**config.mk**
```make
export PLATFORM = sky130hd
export DESIGN_NAME = lsu_ctrl
export DESIGN_NICKNAME = d
export VERILOG_FILES = /design/src/rtl/lsu_ctrl.sv
export SDC_FILE = /design/constraint.sdc
export NUM_CORES = 1
export LEC_CHECK = 0
export ABC_CLOCK_PERIOD_IN_PS = 1900
export BUFFER_PORTS_ARGS = -buffer_cell sky130_fd_sc_hd__buf_2
export CAP_MARGIN = 30
export CORE_MARGIN = 2
export CORE_UTILIZATION = 30
export DETAILED_ROUTE_END_ITERATION = 8
export MAX_ROUTING_LAYER = met4
export PLACE_DENSITY = 0.55
export SLEW_MARGIN = 30
export SYNTH_ARGS = -nofsm -noshare
export SYNTH_HDL_FRONTEND = slang
export SYNTH_SLANG_ARGS = --single-unit
```
**constraint.sdc**
```tcl
create_clock -name clk -period 1.9 [get_ports clk]
set_input_delay 0.19 -clock clk [delete_from_list [all_inputs] [get_ports clk]]
set_output_delay 0.19 -clock clk [all_outputs]
set_load 0.05 [all_outputs]
```
**src/rtl/lsu_ctrl.sv**
```systemverilog
// lsu_ctrl: load/store unit between the CPU datapath and a byte-enabled, word-wide data RAM.
// Optional feature: define MISALIGN_SPLIT_EN to split word-crossing accesses; otherwise they return resp_err.
module lsu_ctrl (
    input  logic        clk,
    input  logic        rstn,
    input  logic        req_valid,
    output logic        req_ready,
    input  logic        req_we,
    input  logic [2:0]  req_memop,
    input  logic [31:0] req_addr,
    input  logic [31:0] req_wdata,
    output logic        resp_valid,
    output logic [31:0] resp_rdata,
    output logic        resp_err,
    output logic [31:0] mem_addr,
    output logic        mem_we,
    output logic [3:0]  mem_wmask,
    output logic [31:0] mem_wdata,
    input  logic [31:0] mem_rdata
);
    typedef enum logic [2:0] {S_IDLE, S_ACC0, S_ACC1, S_CAP, S_RESP} state_t;

    state_t      r_state, w_next_state;
    logic        r_we, r_split;
    logic [2:0]  r_memop;
    logic [1:0]  r_k;
    logic [3:0]  r_hi_mask;
    logic [31:0] r_word0;
    logic [31:0] r_mem_addr, r_mem_wdata, r_resp_rdata;
    logic        r_mem_we, r_resp_err;
    logic [3:0]  r_mem_wmask;

    logic        w_hs, w_legal, w_split, w_err;
    logic [2:0]  w_nbytes;
    logic [3:0]  w_base_mask;
    logic [7:0]  w_lane8;
    logic [31:0] w_wdata_rot;
    logic [63:0] w_dword;
    logic [31:0] w_shifted, w_load_data;

    // Request decode, evaluated on the live request inputs during IDLE.
    always_comb begin
        // NOTE: every combinational output is given a default first, so no path can infer a latch.
        w_nbytes    = 3'd4;
        w_base_mask = 4'b1111;
        w_wdata_rot = req_wdata;
        if (req_we)
            w_legal = (req_memop == 3'b000) || (req_memop == 3'b001) || (req_memop == 3'b010);
        else
            w_legal = !((req_memop == 3'b011) || (req_memop[2:1] == 2'b11));
        case (req_memop[1:0])
            2'b00:   begin w_nbytes = 3'd1; w_base_mask = 4'b0001; end
            2'b01:   begin w_nbytes = 3'd2; w_base_mask = 4'b0011; end
            default: ;
        endcase
        w_split = ({1'b0, req_addr[1:0]} + w_nbytes) > 3'd4;
`ifdef MISALIGN_SPLIT_EN
        w_err = !w_legal;
`else
        w_err = !w_legal || w_split;
`endif
        // Low nibble: lanes in the first word; high nibble: lanes spilling into the next word.
        w_lane8 = {4'b0000, w_base_mask} << req_addr[1:0];
        case (req_addr[1:0])
            2'd1:    w_wdata_rot = {req_wdata[23:0], req_wdata[31:24]};
            2'd2:    w_wdata_rot = {req_wdata[15:0], req_wdata[31:16]};
            2'd3:    w_wdata_rot = {req_wdata[7:0],  req_wdata[31:8]};
            default: ;
        endcase
    end

    // Load extraction from one or two captured words.
    always_comb begin
        w_dword   = r_split ? {mem_rdata, r_word0} : {32'b0, mem_rdata};
        w_shifted = 32'(w_dword >> {r_k, 3'b000});
        case (r_memop)
            3'b000:  w_load_data = {{24{w_shifted[7]}},  w_shifted[7:0]};
            3'b001:  w_load_data = {{16{w_shifted[15]}}, w_shifted[15:0]};
            3'b100:  w_load_data = {24'b0, w_shifted[7:0]};
            3'b101:  w_load_data = {16'b0, w_shifted[15:0]};
            default: w_load_data = w_shifted;
        endcase
    end

    always_ff @(posedge clk or negedge rstn) begin
        // NOTE: sequential state uses non-blocking assignments so every register updates together at the edge.
        if (!rstn) r_state <= S_IDLE;
        else       r_state <= w_next_state;
    end

    always_comb begin
        w_next_state = r_state;
        req_ready    = (r_state == S_IDLE);
        resp_valid   = (r_state == S_RESP);
        w_hs         = req_valid && req_ready;
        case (r_state)
            S_IDLE:  if (w_hs) w_next_state = w_err ? S_RESP : S_ACC0;
            S_ACC0:  w_next_state = r_split ? S_ACC1 : S_CAP;
            S_ACC1:  w_next_state = S_CAP;
            S_CAP:   w_next_state = S_RESP;
            S_RESP:  w_next_state = S_IDLE;
            default: w_next_state = S_IDLE;
        endcase
    end

    // RAM-side outputs are registered one state ahead so they are stable for the whole access cycle.
    always_ff @(posedge clk or negedge rstn) begin
        if (!rstn) begin
            r_we         <= 1'b0;
            r_split      <= 1'b0;
            r_memop      <= 3'b000;
            r_k          <= 2'b00;
            r_hi_mask    <= 4'b0000;
            r_word0      <= 32'b0;
            r_mem_addr   <= 32'b0;
            r_mem_wdata  <= 32'b0;
            r_mem_we     <= 1'b0;
            r_mem_wmask  <= 4'b0000;
            r_resp_rdata <= 32'b0;
            r_resp_err   <= 1'b0;
        end else begin
            case (r_state)
                S_IDLE: if (w_hs) begin
                    r_we      <= req_we;
                    r_memop   <= req_memop;
                    r_k       <= req_addr[1:0];
                    r_split   <= w_split;
                    r_hi_mask <= w_lane8[7:4];
                    if (w_err) begin
                        r_resp_err   <= 1'b1;
                        r_resp_rdata <= 32'b0;
                    end else begin
                        r_mem_addr  <= {req_addr[31:2], 2'b00};
                        r_mem_wdata <= w_wdata_rot;
                        r_mem_we    <= req_we;
                        r_mem_wmask <= req_we ? w_lane8[3:0] : 4'b0000;
                    end
                end
                S_ACC0: if (r_split) begin
                    r_mem_addr  <= r_mem_addr + 32'd4;
                    r_mem_wmask <= r_we ? r_hi_mask : 4'b0000;
                end else begin
                    r_mem_we    <= 1'b0;
                    r_mem_wmask <= 4'b0000;
                end
                S_ACC1: begin
                    r_word0     <= mem_rdata;
                    r_mem_we    <= 1'b0;
                    r_mem_wmask <= 4'b0000;
                end
                S_CAP: begin
                    r_resp_rdata <= r_we ? 32'b0 : w_load_data;
                    r_resp_err   <= 1'b0;
                end
                default: ;
            endcase
        end
    end

    assign mem_addr   = r_mem_addr;
    assign mem_we     = r_mem_we;
    assign mem_wmask  = r_mem_wmask;
    assign mem_wdata  = r_mem_wdata;
    assign resp_rdata = r_resp_rdata;
    assign resp_err   = r_resp_err;
endmodule

```
# == Word-level counts from Yosys, hierarchy flattened ==
# Cells that the tools add are included.
# classes
n_addsub,2
order_cmp,1
n_eq_ne,20
shift,2
mux,31
bitwise_logic,1
n_reduce_logical,20
# ops
op,count
$mux 32,6
$pmux 32 s2,2
$pmux 32 s4,1
$pmux 32 s3,1
$mux 64,1
$shr 64x5->32,1
$add 32x3->32 const B,1
$mux 4,5
$eq 3x2->1 const B,4
$pmux 3 s4,1
$pmux 4 s3,1
$eq 3x1->1 const B,3
$eq 3x3->1 const B,3
$logic_not 3->1,3
$reduce_and 3->1,3
$pmux 4 s2,1
$reduce_and 4->1,2
$shl 4x2->8,1
$mux 1,7
$eq 2x2->1 const B,3
$mux 3,2
$ne 2x2->1 const B,3
$pmux 3 s2,1
$eq 2x1->1 const B,2
other kinds (13),19
# totals
regBits,148
out_inout_bits,104
elab_cells,90

# == Logic depth before layout (Yosys ltp) ==
# Gate-level depths: netlist of the first run.
# logic_depth
depth_word,9
mapped_depth,11
ltp_nobuf,9

# == Worst setup path before layout of the first run ==
# No wires, ideal clock.
# synth_timing
path_type,input-to-reg
start,input port req_addr[1]
end,"register r_mem_wmask[0], in the netlist mem_wmask[0]"
arrival_ps,2894
required_ps,1775
path_slack_ps,-1118
cell_stages,10
n_path_buf,3
cell_sequence,clkbuf_1 -> buf_2 -> clkbuf_1 -> inv_1 -> fa_1 -> xnor2_1 -> a221oi_1 -> and2_1 -> o31ai_1 -> mux2_2
# synth_between
elab_chain_cells,5
word_cells_on_any_way,10
classes_between,add/sub: 1; order compare: 1; eq/ne: 1; shift: 1; mux: 4; reduce/logical: 2
# synth_rtl
item,line,source
"start, declared",10,"input logic [31:0] req_addr,"
$add 2x3->3 or $shl 4x2->8 (tied branches),"56, 63",
$gt 3x3->1 or $mux 4 (tied branches),"56, 136",
$logic_or 1x1->1 or $mux 4 (tied branches),"60, 129",
$ne 2x2->1 (no source line) or $mux 4 (tied branches),--,
$reduce_and 3->1 (no source line) or $pmux 4 s3 (tied branches),--,
"end signal, assigned",136,r_mem_wmask <= req_we ? w_lane8[3:0] : 4'b0000;
"end signal, assigned",141,r_mem_wmask <= r_we ? r_hi_mask : 4'b0000;
"end, declared",31,logic [3:0] r_mem_wmask;
# Parallel ways exist; a longest one is shown, timed or not. The select of a mux whose other input is x is not followed.
# A chain may end at the register's enable or synchronous reset.

# == Worst setup path after layout of the first run ==
# layout_timing
start,input port req_memop[1]
end,"register r_resp_err, in the netlist resp_err"
# layout_between
elab_chain_cells,8
word_cells_on_any_way,19
classes_between,add/sub: 1; order compare: 1; eq/ne: 6; mux: 2; reduce/logical: 9
# layout_rtl
item,line,source
"start, declared",9,"input logic [2:0] req_memop,"
branches (longest 5 deep; another with $add 2x3->3),--,
$logic_or 1x1->1 (*),60,w_err = !w_legal || w_split;
$ne 2x1->1 (no source line) (*),--,
$reduce_and 3->1 (no source line) (*),--,
"end signal, assigned",120,r_resp_err <= 1'b0;
"end signal, assigned",130,r_resp_err <= 1'b1;
"end signal, assigned",153,r_resp_err <= 1'b0;
"end, declared",30,"logic r_mem_we, r_resp_err;"
# Mark *: on every way between the ends.

==> impl_metrics.py, run 1 <==
metrics = {
    "global_route": {
        "grt_pass1_wl_um": 41600,
        "track_usage_pct": 18.9,
        "grt_max_degree": 41,
        "first_global_vias": 7493,
        "antenna_found_initial": 1,
        "grt_overflow": 0,
    },
    "timing": {
        "maxSlewHeadroom_pct": 54.4,
        "max_freq_ghz": 0.514,
        "rsz0062_at_grt": "yes",
        "hold_violations": 0,
        "timing.hold.ws_ns": 0.0217,
        "worst_slew_pin_slew_ns": 0.679,
        "worst_clock_skew_ns": 0.0133,
        "setup_tns_ns": -0.520,
        "fin_crit_sh_pct": 102,
        "final-setup-viol-count": 30,
        "fin_ws_ns": -0.0471,
        "finalCriticalPeriod_ns": 1.95,
        "drv_slew": 0,
    },
    "critical_path": {
        "worstSetupPathType": "in -> reg",
        "cp_cell_sequence": "buf_8, nor2_4, ha_4, inv_2, fa_2, nand2_2, a221o_1, buf_6, a21boi_4, buf_12, inv_2, o21a_1",
        "r2r-start": "r_k[1]",
        "rrSetupSlack_ns": -0.02,
        "crit_required_ns": 2.22,
        "r2r-end": "resp_rdata[23]",
        "cp.buffers_inverters": 5,
        "worstPathArrival_ns": 2.26,
        "critical_path.top_delay_family": "compound AO/OA/AOI/OAI gates",
        "startpoint_type": "input pin",
        "crit_fanout": 3,
        "r2r_cells": 5,
        "cp-end-kind": "register",
        "slowest_stage": "fa_2",
        "cpMostUsedCell": "inv_2",
        "max_stage_delay_ns": 0.52,
    },
    "die": {
        "initial_core_util_pct": 30.4,
        "die_y_um": 172,
        "io_pins": 207,
        "die-area_um2": 29500,
        "die-width_um": 172,
        "core_region_area_um2": 27800,
        "rows": 61,
    },
    "placed_design": {
        "io_buffers": 204,
        "hpwl_um": 19200,
        "gp_congestion": 0.837,
        "pre_cts_slack_ns": -0.531,
    },
    "status": {
        "failed_checks": "setup timing",
        "status": "complete, but fails checks",
    },
    "synthesis": {
        "synth_edf_count": 0,
        "synth.top_cells.by_count": "dfrtp_1, mux2_2, a21oi_1",
        "yosysSeqAreaShare_pct": 43.0,
        "post-synth-top-area-fraction_pct": 43.0,
        "yosysMostFrequentCell": "dfrtp_1",
        "synthArstFlopShare_pct": 100,
        "synth_area_leaders": "dfrtp_1, mux2_2, mux4_2, mux2i_1, a21oi_1",
        "ys_warn_count": 0,
        "synth_flop_cell": "dfrtp_1",
        "synth_top_cell_by_area": "dfrtp_1",
        "ys_ff_latch": 145,
        "syn-mean-instance-area_um2": 11.0,
        "synth.cell_area_um2": 8440,
        "netlist_instances": 766,
        "ys_types": 62,
    },
    "clock_network": {
        "clock-sinks": 145,
        "h-tree-depth": 4,
        "tritoncts": "yes",
        "path_clk_slew_ns": 0.06,
        "cts_made_buffers": 17,
        "cts-root-buf": "clkbuf_16",
        "worstSkewPairLatency_ns": 0.43,
        "cts_buffer_depth": 2,
    },
    "routing": {
        "viasPerCell": 5.19,
        "routedWlPerCell_um": 18.8,
        "first_pass_iters": 6,
        "drt_iter0_drc": 387,
        "final_antenna_net_count": 0,
        "wl_um": 27200,
        "remaining_drc_errors": 0,
        "num_vias": 7523,
    },
    "pwr": {
        "power_density_nw_per_um2": 1910,
        "vdd.ir_drop.worst_uv": 961,
        "power_leakage_nw": 5.33,
    },
    "hold_path": {
        "whs_endpoint": "r_word0[10]",
        "hp-class": "in -> reg",
        "min_path_cells": 2,
        "hold_start": "mem_rdata[10]",
    },
    "layout": {
        "drive_gt1_share_pct": 52.2,
        "final_util_pct": 42.7,
        "multiInputGateArea_um2": 4830,
        "regArea_um2": 3640,
        "fillers": 2716,
        "fin_nets": 1165,
        "syn2layout_area_growth_pct": 40.6,
    },
    "flow_run": {
        "cap_violations": 0,
    },
}
-- timing repair --
item | 4_1_cts | 5_1_grt
cloned | 4 | 1
hold buffers | 2 | 0
resized for setup | 30 | 39
hold endpoints to repair | 32 | 0
setup buffers | 3 | 7
setup endpoints to repair | 83 | 99
pin swaps | 12 | 2
-- where the power goes --
part	leakage, nW	internal [mW]	total (mW)	switching, mW
Clock	0.283	2.07	3.44	1.37
Combinational	3.28	5.26	13.6	8.35
Sequential	1.77	4.61	5.64	1.03
-- sequential cells by signal (all words and copies together), names as in the netlist --
register	count
r_memop	3
mem_we	1
r_we	1
resp_err	1
resp_rdata	32
mem_wmask	4
r_hi_mask	3
r_k	2
r_state	3
mem_wdata	32
r_split	1
r_word0	32
mem_addr	30
-- final cells by class --
type	instances	share of cell area [%]
diodes	1	0.0211
repair buffers	330	19.4
well taps	378	3.98
multi-input cells	554	40.6
clock inverters	8	0.853
inverters	10	0.316
flip-flops and latches	145	30.6
clock buffers	24	4.14
-- worst reg2reg max path, cell delays in order, from the launching register on --
cell	delay [ns]
dfrtp_1	0.43
mux2_4	0.35
a221oi_4	0.35
nor2_4	0.08
a31o_4	0.28
a211o_2	0.31
-- how the worst max path moves through the flow --
stage / from / endpoint / slack (ns) / cells after the start
6_report: req_memop[1] / resp_err / -0.05 / 12
5_1_grt: req_memop[1] / resp_err / -0.12 / 12
4_1_cts: r_state[2] / resp_rdata[23] / -0.02 / 5
3_5_place_dp: req_memop[0] / resp_rdata[12] / -0.53 / 11
3_3_place_gp: req_memop[0] / resp_rdata[14] / -0.48 / 11
2_1_floorplan: req_memop[1] / resp_err / -0.38 / 11
-- cell usage in the layout (no fill, tap or decap), types with 4 or more instances in the layout --
cell type / Yosys / final
mux2i_1: 33 / 33
buf_12: 0 / 18
buf_6: 1 / 10
buf_4: 3 / 95
nand3_1: 15 / 14
nor2_1: 47 / 44
mux4_2: 39 / 39
mux2_2: 89 / 87
a2bb2oi_1: 11 / 9
a21oi_2: 0 / 13
a211oi_1: 9 / 9
o31ai_1: 5 / 4
a22oi_1: 16 / 15
o22a_1: 7 / 7
nand4_1: 9 / 9
dfrtp_1: 145 / 139
o21ai_0: 48 / 34
a21oi_1: 61 / 46
a211o_2: 10 / 10
nand2b_1: 5 / 4
a211o_1: 7 / 7
dfrtp_2: 0 / 6
buf_2: 17 / 201
inv_1: 10 / 7
nor3_1: 7 / 5
o22ai_1: 15 / 12
clkbuf_16: 0 / 18
clkbuf_8: 0 / 4
nand2_1: 54 / 53
o21ai_1: 2 / 13
-- metal layers --
layer	GRT usage [%]	vias to the layer above	part of all wire, %
li1	-	3504	-
met1	23.6	3790	43
met2	31.1	202	51
met3	3.68	27	4.3
met4	6.03	0	1.9
met5	-	-	0
-- logic make-up (layout without fill, tap and decap cells) --
family | after synthesis | after routing | share of synthesized area (%)
other cells | 1 | 3 | 0.0444
simple gates | 170 | 170 | 9.78
buf+inv | 69 | 372 | 3.69
mux | 161 | 161 | 26.2
compound gates | 215 | 216 | 16.6
flops | 145 | 145 | 43.0
xor+xnor | 1 | 1 | 0.104
fa+ha+maj | 4 | 4 | 0.682
-- through the flow --
step	cells	cell area (µm²)	total power, mW
6_report	1450	11900	22.7
5_1_grt	1450	11900	24.0
4_1_cts	1442	11700	22.6
3_5_place_dp	1401	10800	18.5
3_3_place_gp	1401	10800	18.4
2_1_floorplan	767	8650	14.3
Note: power is estimated with default switching activity, not from simulation.
==> run 2: changes to the inputs <==
--- a/config.mk
+++ b/config.mk
@@ -9,10 +9,10 @@
 export BUFFER_PORTS_ARGS = -buffer_cell sky130_fd_sc_hd__buf_2
 export CAP_MARGIN = 30
 export CORE_MARGIN = 2
-export CORE_UTILIZATION = 30
+export CORE_UTILIZATION = 40
 export DETAILED_ROUTE_END_ITERATION = 8
 export MAX_ROUTING_LAYER = met4
-export PLACE_DENSITY = 0.55
+export PLACE_DENSITY = 0.68
 export SLEW_MARGIN = 30
 export SYNTH_ARGS = -nofsm -noshare
 export SYNTH_HDL_FRONTEND = slang
==> impl_metrics.py, run 2 (synthesis gave the netlist of run 1 again) <==
metrics = {
    "layout": {
        "fin_nets": 1158,
        "drive_gt1_share_pct": 52.2,
        "syn2layout_area_growth_pct": 38.4,
        "stdcell_count": 1341,
        "final_util_pct": 56.0,
        "design_area_um2": 11700,
        "final_common_cell": "buf_2",
        "layout_common_cells": "buf_2, dfrtp_1, buf_4",
    },
    "timing": {
        "maxSlewHeadroom_pct": 58.7,
        "finalCriticalPeriod_ns": 1.91,
        "max_freq_ghz": 0.524,
        "worst_clock_skew_ns": 0.00886,
        "final-setup-viol-count": 6,
        "hold_violations": 0,
        "worst_slew_pin_slew_ns": 0.615,
        "fin_crit_sh_pct": 100,
        "rsz0062_at_grt": "yes",
        "fin_ws_ns": -0.00821,
        "drv_slew": 0,
    },
    "die": {
        "die-area_um2": 22300,
        "io_pins": 207,
        "core_region_area_um2": 20900,
        "rows": 53,
        "die-width_um": 149,
        "die_y_um": 149,
        "initial_core_util_pct": 40.4,
    },
    "global_route": {
        "grt_overflow": 0,
        "grt_pass1_wl_um": 38300,
        "grt_max_degree": 45,
        "use_met2_pct": 37.0,
        "busiest_layer": "met2",
        "grt_use_met3_pct": 5.29,
        "first_global_vias": 7347,
        "use_met1_pct": 28.1,
        "track_usage_pct": 22.6,
        "antenna_found_initial": 2,
    },
    "critical_path": {
        "crit_fanout": 26,
        "slowest_stage": "fa_2",
        "startpoint_type": "input pin",
        "critical_path.top_delay_family": "compound AO/OA/AOI/OAI gates",
        "worstPathArrival_ns": 2.25,
        "worstSetupPathType": "in -> reg",
        "cp-end-kind": "register",
        "max_stage_delay_ns": 0.55,
        "crit_required_ns": 2.24,
        "cp.buffers_inverters": 3,
        "cp_cell_sequence": "buf_8, nor2_4, ha_2, inv_2, fa_2, nand2_4, a221o_1, o21ai_4, buf_12, o21ai_1, a22oi_1",
    },
    "placed_design": {
        "place_area_um2": 10600,
        "dp.cells": 1288,
        "hpwl_um": 17800,
        "gp_congestion": 0.871,
        "io_buffers": 204,
    },
    "routing": {
        "viasPerCell": 5.63,
        "remaining_drc_errors": 0,
        "routedWlPerCell_um": 18.9,
        "num_vias": 7556,
        "drt_iter0_drc": 508,
        "final_antenna_net_count": 0,
        "first_pass_iters": 5,
        "wl_um": 25300,
    },
    "status": {
        "failed_checks": "setup timing",
        "status": "complete, but fails checks",
    },
    "clock_network": {
        "cts_buffer_depth": 2,
        "clock-sinks": 145,
        "cts_made_buffers": 17,
        "h-tree-depth": 4,
        "tritoncts": "yes",
        "path_clk_slew_ns": 0.07,
        "cts-root-buf": "clkbuf_16",
        "worstSkewPairLatency_ns": 0.42,
    },
    "flow_run": {
        "cap_violations": 0,
    },
    "pwr": {
        "power_density_nw_per_um2": 1930,
        "vdd.ir_drop.worst_uv": 1160,
        "total_power_mw": 22.5,
        "power_leakage_nw": 5.31,
    },
    "hold_path": {
        "hp-class": "in -> reg",
    },
}
## run 2: worst paths after layout
path                                start        endpoint  slack [ns]  depth (start not counted)
max in group asynchronous            rstn     mem_addr[3]        0.97                          3
setup / recovery             req_memop[0]    mem_addr[18]      -0.008                         11
min in group asynchronous            rstn  resp_rdata[27]        0.28                          2
hold / removal                req_addr[3]     mem_addr[3]        0.03                          3
setup reg to reg                   r_k[1]  resp_rdata[29]        0.01                          5
hold reg to reg            resp_rdata[18]  resp_rdata[18]        0.49                          1
## run 2: worst reg2reg max path: cells and delay by family, from the launching register on
kind / cells / cell delay [ns]
muxes: 1 / 0.39
DFF: 1 / 0.37
and+or+nand+nor: 1 / 0.11
AOI/OAI and AO/OA: 3 / 0.92
## run 2: per-layer routing
| metal | part of all wire (%) | vias up |
|---|---|---|
| met3 | 7.2 | 35 |
| met4 | 2.1 | 0 |
| met1 | 41 | 3732 |
| met2 | 49 | 292 |
| met5 | 0 | - |
| li1 | - | 3497 |
## run 2: area by class of cell
| class | instances | area [µm²] |
|---|---|---|
| well taps | 275 | 344 |
| fillers | 1823 | 9200 |
| clock inverters | 11 | 163 |
| diodes | 3 | 7.51 |
| multi-input cells | 554 | 4850 |
| flip-flops and latches | 145 | 3640 |
| repair buffers | 323 | 2200 |
| clock buffers | 20 | 447 |
| inverters | 10 | 40.0 |
## run 2: where the power goes
part	switching (mW)	total (mW)	internal, mW
clock	1.33	3.54	2.22
sequential	1.02	5.62	4.61
combinational	8.24	13.3	5.11
total	10.6	22.5	11.9
## run 2: stage by stage
stage	hold slack (ns)	setup WS (ns)	TNS, ns
6_report	0.0317	-0.00821	-0.0225
5_1_grt	0.0219	-0.0599	-1.37
4_1_cts	0.0119	0.000600	0
3_5_place_dp	0.152	-0.505	-43.88
3_3_place_gp	0.144	-0.480	-41.18
2_1_floorplan	-0.106	-0.375	-32.14
## run 2: what timing repair did
action	4_1_cts	5_1_grt
pin swaps	6	8
setup buffers	2	12
hold endpoints to repair	40	0
gates resized for setup	13	52
gates cloned	2	3
hold buffers	1	0
endpoints found under the setup margin	53	96
==> run 3: changes to the inputs <==
--- a/config.mk
+++ b/config.mk
@@ -7,7 +7,6 @@
 export LEC_CHECK = 0
 export ABC_CLOCK_PERIOD_IN_PS = 1900
 export BUFFER_PORTS_ARGS = -buffer_cell sky130_fd_sc_hd__buf_2
-export CAP_MARGIN = 30
 export CORE_MARGIN = 2
 export CORE_UTILIZATION = 40
 export DETAILED_ROUTE_END_ITERATION = 8
==> constraint.sdc (replaced) <==
create_clock -name clk -period 1.9 [get_ports clk]
set_input_delay 0.19 -clock clk [delete_from_list [all_inputs] [get_ports clk]]
set_output_delay 0.19 -clock clk [all_outputs]
set_load 0.01 [all_outputs]
==> impl_metrics.py, run 3 (synthesis gave the netlist of run 1 again) <==
metrics = {
    "die": {
        "die-area_um2": 22300,
        "die-width_um": 149,
        "die_y_um": 149,
        "core_region_area_um2": 20900,
        "io_pins": 207,
        "rows": 53,
        "initial_core_util_pct": 40.4,
    },
    "routing": {
        "drt_iter0_drc": 416,
        "num_vias": 7577,
        "viasPerCell": 5.68,
        "wl_um": 25600,
        "final_antenna_net_count": 0,
        "routedWlPerCell_um": 19.2,
        "remaining_drc_errors": 0,
        "first_pass_iters": 4,
    },
    "layout": {
        "syn2layout_area_growth_pct": 37.9,
        "fin_nets": 1154,
        "layout_common_cells": "buf_2, dfrtp_1, buf_4",
        "drive_gt1_share_pct": 52.3,
        "final_util_pct": 55.7,
        "fillers": 1820,
        "final_common_cell": "buf_2",
    },
    "global_route": {
        "antenna_found_initial": 0,
        "first_global_vias": 7385,
        "track_usage_pct": 23.0,
        "grt_pass1_wl_um": 39100,
        "grt_overflow": 0,
        "grt_max_degree": 56,
    },
    "critical_path": {
        "crit_fanout": 16,
        "crit_start": "req_memop[1]",
        "worstPathArrival_ns": 2.21,
        "r2r-start": "mem_addr[12]",
        "crit_required_ns": 2.20,
        "cp-end-kind": "register",
        "worstSetupPathType": "in -> reg",
        "startpoint_type": "input pin",
    },
    "timing": {
        "worst_clock_skew_ns": 0.0153,
        "timing.hold.ws_ns": 0.0365,
        "rsz0062_at_grt": "yes",
        "fin_crit_sh_pct": 101,
        "hold_violations": 0,
        "drv_slew": 0,
        "setup_tns_ns": -0.0301,
        "fin_ws_ns": -0.0106,
        "max_freq_ghz": 0.523,
        "maxSlewHeadroom_pct": 59.2,
        "finalCriticalPeriod_ns": 1.91,
        "worst_slew_pin_slew_ns": 0.608,
        "final-setup-viol-count": 6,
    },
    "placed_design": {
        "gp_congestion": 0.875,
        "io_buffers": 204,
        "hpwl_um": 17700,
    },
    "clock_network": {
        "cts_buffer_depth": 2,
        "tritoncts": "yes",
        "clock-sinks": 145,
        "cts-root-buf": "clkbuf_16",
        "path_clk_slew_ns": 0.06,
        "h-tree-depth": 4,
        "cts_made_buffers": 17,
        "worstSkewPairLatency_ns": 0.42,
    },
    "status": {
        "failed_checks": "setup timing",
        "status": "complete, but fails checks",
    },
    "pwr": {
        "total_power_mw": 19.3,
        "power_density_nw_per_um2": 1650,
        "power_leakage_nw": 5.29,
        "vdd.ir_drop.worst_uv": 846,
    },
    "hold_path": {
        "hp-class": "in -> reg",
        "hold_start": "mem_rdata[2]",
    },
    "flow_run": {
        "cap_violations": 0,
    },
}
[run 3: per-layer routing]
layer / vias to the layer above / wire (µm) / track usage (%)
li1: 3480 / - / -
met1: 3814 / 11200 / 30.4
met2: 250 / 12600 / 36.2
met3: 33 / 1350 / 4.31
met4: 0 / 502 / 7.19
met5: - / 0 / -
[run 3: worst paths after layout]
path                                  to  slack [ns]  cells past startpoint
min in group asynchronous    r_word0[18]        0.31                      2
setup reg to reg            mem_addr[21]       -0.01                      6
max in group asynchronous        r_split        0.99                      3
hold reg to reg            resp_rdata[0]        0.48                      2
setup / recovery            mem_addr[17]       -0.01                     11
hold / removal                r_word0[2]        0.04                      2
[run 3: critical path: stages]
cell and delay, ns:
buf_8 0.10, nor2_4 0.11, ha_2 0.17, inv_2 0.03
fa_2 0.54, nand2_4 0.07, a221o_1 0.39, o21ai_4 0.23
buf_12 0.19, buf_12 0.13, a2bb2oi_2 0.05
[run 3: final cells by class]
class	instances	area, µm²	area share [%]
Antenna cell	1	2.50	0.0215
Multi-Input combinational cell	554	4890	42.0
Inverter	10	37.5	0.322
Tap cell	275	344	2.96
Clock inverter	7	110	0.946
Timing Repair Buffer	319	2160	18.6
Sequential cell	145	3630	31.2
Clock buffer	22	464	3.99
[run 3: per-stage QoR]
stage	cell area, µm²	instances	setup WS, ns
final	11600	1333	-0.0106
after detailed placement	10600	1286	-0.544
after global routing	11600	1332	-0.0868
after floorplan	8630	767	-0.375
after global placement	10600	1286	-0.497
after CTS	11300	1322	-0.0135
[run 3: report_power, final]
group	internal [mW]	switching (mW)	leakage [nW]
registers	4.60	1.05	1.77
logic	5.11	5.14	3.24
clock network	2.10	1.25	0.285
[run 3: timing repair]
action / CTS / global route
pin swaps: 19 / 17
setup endpoints to repair: 59 / 67
setup buffers: 5 / 7
gates cloned: 2 / 4
gates resized for setup: 26 / 61
hold buffers: 1 / 0
endpoints found under the hold margin: 50 / 0
